$ cat config.mk
export PLATFORM = sky130hd
export DESIGN_NAME = calc_key_sequencer
export DESIGN_NICKNAME = d
export VERILOG_FILES = /design/src/rtl/calc_key_sequencer.sv
export SDC_FILE = /design/constraint.sdc
export NUM_CORES = 1
export LEC_CHECK = 0
export CORE_MARGIN = 4
export CORE_UTILIZATION = 35
export CTS_CLUSTER_DIAMETER = 50
export CTS_CLUSTER_SIZE = 24
export DETAILED_ROUTE_END_ITERATION = 10
export PLACE_DENSITY = 0.65
export SYNTH_ARGS = -nofsm -noshare
export SYNTH_HDL_FRONTEND = slang
export SYNTH_SLANG_ARGS = --single-unit
export TNS_END_PERCENT = 1
$ cat constraint.sdc
create_clock -name clk -period 3.75 [get_ports clk]
set_input_delay 1.125 -clock clk [delete_from_list [all_inputs] [get_ports clk]]
set_output_delay 1.125 -clock clk [all_outputs]
set_load 0.02 [all_outputs]
$ cat src/rtl/calc_key_sequencer.sv
// -----------------------------------------------------------------------------
// calc_key_sequencer
//
// Control FSM between the 4x4 keypad and the calculator arithmetic unit.
// The raw key strobe is synchronised and edge-detected into one event per
// press. Digits are assembled into two 4-digit BCD operands, an operator is
// latched, and the operation is handed to the arithmetic unit over a
// valid/ready handshake. The FSM then waits for the result, with a timeout,
// and drives the display register.
//
// Ports:
//   clk          system clock, rising edge
//   rst          asynchronous active-high reset
//   key_pressed  raw keypad strobe (level while held)
//   keypad_out   key code, stable while key_pressed is high
//   op_a, op_b   BCD operands presented to the arithmetic unit
//   op_code      00 add, 01 sub, 10 mul, 11 div
//   op_valid     operation request, held until op_ready
//   op_ready     arithmetic unit accept
//   res_valid    one-cycle result strobe
//   res_data     BCD result
//   res_err      unit error, qualified by res_valid
//   disp         display value (4 BCD digits)
//   disp_err     high while an error is shown
//   busy         high while an operation is outstanding (EXEC/WAIT)
// -----------------------------------------------------------------------------
module calc_key_sequencer #(
   parameter int TIMEOUT = 255
) (
   input  logic        clk,
   input  logic        rst,
   input  logic        key_pressed,
   input  logic [3:0]  keypad_out,
   output logic [15:0] op_a,
   output logic [15:0] op_b,
   output logic [1:0]  op_code,
   output logic        op_valid,
   input  logic        op_ready,
   input  logic        res_valid,
   input  logic [15:0] res_data,
   input  logic        res_err,
   output logic [15:0] disp,
   output logic        disp_err,
   output logic        busy
);

   localparam logic [7:0] TMO_LIM = 8'(TIMEOUT);

   typedef enum logic [2:0] {
      ST_ENTA,
      ST_ENTB,
      ST_EXEC,
      ST_WAIT,
      ST_SHOW
   } state_t;

   state_t      state_q, state_d;
   logic        sync1_q, sync2_q, sync3_q;
   logic [3:0]  key_q;
   logic [15:0] a_q, a_d;
   logic [15:0] b_q, b_d;
   logic [1:0]  op_q, op_d;
   logic [2:0]  cnt_q, cnt_d;
   logic [7:0]  tmo_q, tmo_d;
   logic [15:0] disp_q, disp_d;
   logic        disp_err_q, disp_err_d;

   // Key event decode
   logic       key_evt;
   logic       is_digit, is_oper, is_eq, is_clr;
   logic [1:0] key_op;
   logic       digits_full;

   assign key_evt     = sync2_q & ~sync3_q;
   assign is_digit    = key_evt && (key_q <= 4'h9);
   assign is_oper     = key_evt && (key_q >= 4'hA) && (key_q <= 4'hD);
   assign is_eq       = key_evt && (key_q == 4'hE);
   assign is_clr      = key_evt && (key_q == 4'hF);
   // 0xA..0xD map onto 00..11: the low two bits minus 2, modulo 4
   assign key_op      = key_q[1:0] - 2'd2;
   assign digits_full = (cnt_q == 3'd4);

   // Synchroniser chain plus key-code capture. The code is taken on the same
   // edge the first flop sees the strobe rise, while keypad_out is known to be
   // stable, so the code register is valid by the time the event fires.
   always_ff @(posedge clk or posedge rst) begin
      if (rst) begin
         sync1_q <= 1'b0;
         sync2_q <= 1'b0;
         sync3_q <= 1'b0;
         key_q   <= 4'h0;
      end else begin
         sync1_q <= key_pressed;
         sync2_q <= sync1_q;
         sync3_q <= sync2_q;
         if (key_pressed && !sync1_q) begin
            key_q <= keypad_out;
         end
      end
   end

   always_ff @(posedge clk or posedge rst) begin
      if (rst) begin
         state_q    <= ST_ENTA;
         a_q        <= 16'h0;
         b_q        <= 16'h0;
         op_q       <= 2'b00;
         cnt_q      <= 3'd0;
         tmo_q      <= 8'd0;
         disp_q     <= 16'h0;
         disp_err_q <= 1'b0;
      end else begin
         state_q    <= state_d;
         a_q        <= a_d;
         b_q        <= b_d;
         op_q       <= op_d;
         cnt_q      <= cnt_d;
         tmo_q      <= tmo_d;
         disp_q     <= disp_d;
         disp_err_q <= disp_err_d;
      end
   end

   always_comb begin
      state_d    = state_q;
      a_d        = a_q;
      b_d        = b_q;
      op_d       = op_q;
      cnt_d      = cnt_q;
      tmo_d      = tmo_q;
      disp_d     = disp_q;
      disp_err_d = disp_err_q;

      if (is_clr) begin
         // Clear overrides everything, including a pending request or an
         // outstanding result, which is then simply never listened to.
         state_d    = ST_ENTA;
         a_d        = 16'h0;
         b_d        = 16'h0;
         op_d       = 2'b00;
         cnt_d      = 3'd0;
         disp_d     = 16'h0;
         disp_err_d = 1'b0;
      end else begin
         case (state_q)
            ST_ENTA: begin
               if (is_digit && !digits_full) begin
                  a_d    = {a_q[11:0], key_q};
                  cnt_d  = cnt_q + 3'd1;
                  disp_d = {a_q[11:0], key_q};
               end else if (is_oper) begin
                  op_d    = key_op;
                  b_d     = 16'h0;
                  cnt_d   = 3'd0;
                  disp_d  = a_q;
                  state_d = ST_ENTB;
               end
            end
            ST_ENTB: begin
               if (is_digit && !digits_full) begin
                  b_d    = {b_q[11:0], key_q};
                  cnt_d  = cnt_q + 3'd1;
                  disp_d = {b_q[11:0], key_q};
               end else if (is_oper && (cnt_q == 3'd0)) begin
                  op_d = key_op;
               end else if (is_eq) begin
                  // B was cleared on entry to ENTB, so no digits means B=0
                  state_d = ST_EXEC;
               end
            end
            ST_EXEC: begin
               if (op_ready) begin
                  tmo_d   = 8'd0;
                  state_d = ST_WAIT;
               end
            end
            ST_WAIT: begin
               // A result arriving on the expiry cycle takes precedence
               if (res_valid) begin
                  disp_d     = res_err ? 16'hEEEE : res_data;
                  disp_err_d = res_err;
                  state_d    = ST_SHOW;
               end else if (tmo_q == TMO_LIM) begin
                  disp_d     = 16'hEEEE;
                  disp_err_d = 1'b1;
                  state_d    = ST_SHOW;
               end else begin
                  tmo_d = tmo_q + 8'd1;
               end
            end
            ST_SHOW: begin
               if (is_digit) begin
                  a_d        = {12'h000, key_q};
                  cnt_d      = 3'd1;
                  disp_d     = {12'h000, key_q};
                  disp_err_d = 1'b0;
                  state_d    = ST_ENTA;
               end else if (is_oper && !disp_err_q) begin
                  // Without an error the display register holds the result
                  a_d     = disp_q;
                  b_d     = 16'h0;
                  cnt_d   = 3'd0;
                  op_d    = key_op;
                  state_d = ST_ENTB;
               end
            end
            default: begin
               state_d = ST_ENTA;
            end
         endcase
      end
   end

   assign op_a     = a_q;
   assign op_b     = b_q;
   assign op_code  = op_q;
   assign op_valid = (state_q == ST_EXEC);
   assign busy     = (state_q == ST_EXEC) || (state_q == ST_WAIT);
   assign disp     = disp_q;
   assign disp_err = disp_err_q;

endmodule

# Yosys cells after proc, flatten, opt, wreduce, memory -nomap -nowiden
# Index checks and enable logic that the tools add are counted.
classes:
  n_eq_ne: 26
  n_lt_le_gt_ge: 3
  n_addsub: 3
  div: 0
  n_shift: 0
  multipliers: 0
  bitwise: 3
  reduce_logical: 28
  n_mux: 56
op_table:
  columns: ["op", "count"]
  rows:
  - ["2-to-1 mux 16 bit", 17]
  - ["one-hot mux 16 bit (4 select lines)", 1]
  - ["2-to-1 mux 3 bit", 17]
  - ["one-hot mux 16 bit (3 select lines)", 1]
  - ["inequality test 3 bit (second input constant)", 11]
  - ["one-hot mux 16 bit (2 select lines)", 1]
  - ["2-to-1 mux 8 bit", 3]
  - ["one-hot mux 8 bit (2 select lines)", 1]
  - ["one-hot mux 3 bit (5 select lines)", 1]
  - ["2-to-1 mux 2 bit", 7]
  - ["inequality test 4 bit (second input constant)", 3]
  - ["AND reduction 5 bit", 2]
  - ["logical AND 1 bit", 9]
  - ["one-hot mux 3 bit (3 select lines)", 1]
  - ["adder 8 x 1 -> 8 bit (second input constant)", 1]
  - ["== test 4 bit (second input constant)", 2]
  - ["== test 8 bit (second input constant)", 1]
  - ["less-or-equal comparator 4 bit (second input constant)", 2]
  - ["AND reduction 8 bit", 1]
  - ["AND reduction 7 bit", 1]
  - ["== test 3 x 2 -> 1 bit (second input constant)", 2]
  - ["== test 3 bit (second input constant)", 2]
  - ["logical NOT 3 bit", 2]
  - ["one-hot mux 2 bit (3 select lines)", 1]
  - ["20 further kinds", 29]
word_totals:
  memories: 0
  regBits: 72
  output_inout_bits: 53
  mem_bits_rw: 0
  romBits: 0
  latchBits: 0
  input_bits: 26
  elab_cells: 131

# Longest topological paths before layout
depth:
  depth_word: 9
  mapped_depth: 10
  mapped_depth_nobuf: 7

# Least setup slack after synthesis
# OpenSTA, ideal clock, no wires.
synth_timing:
  kind: "input-to-reg"
  from: "in res_valid"
  to: "reg tmo_q[5]"
  path_buffers: 0
  required_time_ns: 3.672
  setup_slack_ns: 1.322
  t_arrival_ns: 2.351
  stages: 4
  setup_time_ns: 0.078
  path_cell_list: "o21bai_1 > a2111o_1 > or4_1 > a21oi_1"
synth_between:
  elab_chain_cells: 2
synth_lines:
  columns: ["element", "line", "source"]
  rows:
  - ["from (decl)", "39", "input logic res_valid,"]
  - ["inequality test 2 bit (no source line)", null, null]
  - ["AND reduction 5 bit (no source line)", null, null]
  - ["to (signal assigned)", "118", "tmo_q <= tmo_d;"]
  - ["to (decl)", "64", "logic [7:0] tmo_q, tmo_d;"]
# No other way between the ends.
# A chain may end at the register's enable or synchronous reset.

# Worst setup path after layout
layout_timing:
  from: "reg state_q[2]"
  to: "out op_valid"
layout_between:
  elab_chain_cells: 1
layout_lines:
  columns: ["element", "line", "source"]
  rows:
  - ["from (decl)", "57", "state_t state_q, state_d;"]
  - ["from (signal assigned)", "113", "state_q <= state_d;"]
  - ["== test 3 x 2 -> 1 bit", "217", "assign op_valid = (state_q == ST_EXEC);"]
  - ["to (decl)", "37", "output logic op_valid,"]
# No other way between the ends.

==> impl_metrics.ini <==
[yosys]
synthTopCellsByArea = dfrtp_1 (44%), mux2i_1 (8.2%), mux2_2 (4.4%)
synth_area_mm2 = 0.00414
synth-seq-cells = 72
syn_nets = 450
synthArstFlopShare = 1.00
synth-xor-area-share = 0.00634
yosys-top-cells-count = dfrtp_1 (72), nand2_1 (38), mux2i_1 (34)
ys_warn_count = 0
synthAdderAreaFrac = 0.00906
syn_area_per_cell_um2 = 9.84
yosys.cell_types.count = 59
yosysSeqAreaShare = 0.435
synth_top_family_by_area = compound AO/OA/AOI/OAI gates
syn_inst = 421
synth-simple-area-share = 0.148
synth-compound-area-share = 0.181
synth.most_common_cell = dfrtp_1
synth_edf_count = 0
synth_flop_cell = dfrtp_1
yosys.area.top_type_share = 0.435
synth_mux_area_frac = 0.161
yosys.area.top_type = dfrtp_1

[clocking]
clkSlewWorstSetupHoldPaths_ns = 0.05
cts_num_sinks = 72
cts_root_buf = clkbuf_16
clockBufferDepth = 2
cts_buffers = 9
post_cts_buffers = 0
h-tree-depth = 3
clk_latency_ns = 0.33
cts_tree = yes
hold_buffers = 0
cts_resized = 0

[worst_setup_path]
critPathRequiredTime_ns = 2.62
cp_slowest_stage_delay_ns = 0.64
crit_arrival_ns = 1.98
worstSetupStartpointType = flop
critPathTopFamily = buffers and inverters
cp_num_buf_inv = 1
cp-end-kind = output pin
slowest_stage = clkdlybuf4s50_1
critPathKind = reg2out
crit_path_max_fanout = 15
cp_cell_sequence = nand2b_1, nor2_1, clkdlybuf4s50_1

[grt]
grt.overflow.total = 0
first_global_vias = 3722
antenna_found_initial = 0
grt_pass1_wl_um = 19500
grt_use_total = 0.183
grt_max_degree = 37

[die]
die_h_um = 117
die_w_um = 117
core-area_mm2 = 0.0115
num_rows = 39
initial_core_util = 0.360
ios = 79
dieArea_mm2 = 0.0136

[timing]
hold_viol_final = 0
hold_ws_ns = 0.380
finClkSkew_ns = 0.00657
worstMarginPinSlew_ns = 0.731
max_freq_mhz = 322
finalSetupViolations = 0
fin_ws_ns = 0.649
finalMaxSlewViolations = 0
relSlewSlack = 0.509
period_needed_ns = 3.10
fin_crit_sh = 0.827
grt_setup_unrepaired = no
tns_ns = 0

[status]
outcome = finished clean

[place]
port_buffers = 78
dp_hpwl_um = 8780
place_area_mm2 = 0.00504
place.gp.congestion = 0.908
dp_slack_ns = 0.597

[detailed_routing]
drt_pre_antenna_iters = 5
antenna_left = 0
num_vias = 3678
post_drt_wl_per_cell_um = 19.2
drc = 0
routed_wl_um = 12300
viasPerCell = 5.76
dr.first_iter.drc_count = 281

[cells_and_area]
drive_gt1_frac = 0.127
final_nets = 522
syn_to_final_growth_pct = 28.3
n_antenna_cell = 0
finalInstanceArea_mm2 = 0.00531

[pwr]
power_leakage_uw = 0.00233
powerDensity_mw_per_mm2 = 913
power.total_uw = 4850
vdd_drop_max_v = 0.000339

[job]
cap_violations = 0

[min_path]
min_path_type = reg2reg
where the power goes:
group / internal (uW) / leakage (uW) / switching (uW) / total, uW
Clock: 505 / 0.000134 / 317 / 822
Sequential: 1100 / 0.000902 / 358 / 1460
Combinational: 1230 / 0.00129 / 1340 / 2570
Total: 2840 / 0.00233 / 2010 / 4850
through the flow:
step / std cells / util
6_report: 639 / 0.461
2_1_floorplan: 421 / -
3_3_place_gp: 625 / 0.437
4_1_cts: 639 / 0.461
5_1_grt: 639 / 0.461
3_5_place_dp: 625 / 0.437
worst register-to-register path: cells and delay by family, from the launching register on:
| kind | cells | cell delay [ns] |
|---|---|---|
| AO/OA/AOI/OAI | 2 | 0.76 |
| XOR/XNOR | 1 | 0.15 |
| buffers and inverters | 1 | 0.30 |
| flip-flops | 1 | 0.55 |
| multiplexers | 1 | 0.20 |
| AND/OR/NAND/NOR | 1 | 0.54 |
state kept, by name, indices dropped and copies added, names as in the netlist:
name and cells:
disp_err 1, sync1_q 1, state_q 3, disp 16, key_q 4, sync2_q 1, op_code 2, cnt_q 3
tmo_q 8, sync3_q 1, op_b 16, op_a 16
placed cells by master (no fill, tap or decap), types with 6 or more instances in the layout:
cell type	n
buf_4	15
mux2i_1	34
inv_1	14
nand3_1	19
a32oi_1	6
clkdlybuf4s50_1	78
mux2_4	9
nand2_1	38
o21ai_0	18
clkbuf_16	9
mux2_2	16
a22oi_1	12
nand2b_1	8
a21oi_1	28
nor2_1	24
dfrtp_1	72
kinds of logic after synthesis:
family	after synthesis
buffers and inverters	47
adders and majority gates	3
and+or+nand+nor	124
DFF	72
muxes	60
AOI/OAI and AO/OA	112
xor gates and xnor gates	3
final timing paths:
check,depth (start not counted),slack (ns),end,from
setup / recovery,3,0.65,op_valid,state_q[2]
hold / removal,0,0.38,sync2_q,sync1_q
setup reg to reg,6,1.16,op_b[5],key_q[2]
hold reg to reg,0,0.38,sync2_q,sync1_q
max in group asynchronous,3,2.18,cnt_q[2],rst
min in group asynchronous,3,1.23,sync3_q,rst
layout make-up:
type / instances / area (um^2)
flip-flops and latches: 72 / 1800
clock buffers: 10 / 229
fillers: 1076 / 6200
clock inverters: 4 / 47.5
well taps: 143 / 179
multi-input cells: 302 / 2110
inverters: 15 / 56.3
repair buffers: 93 / 893
per-layer routing:
layer	up-vias	wire length [um]	track usage
met2	154	5880	0.289
met4	0	352	0.0933
met3	35	590	0.0319
met5	-	0	0
li1	1676	-	-
met1	1813	5440	0.243
Power figures use the tool's default switching activity.
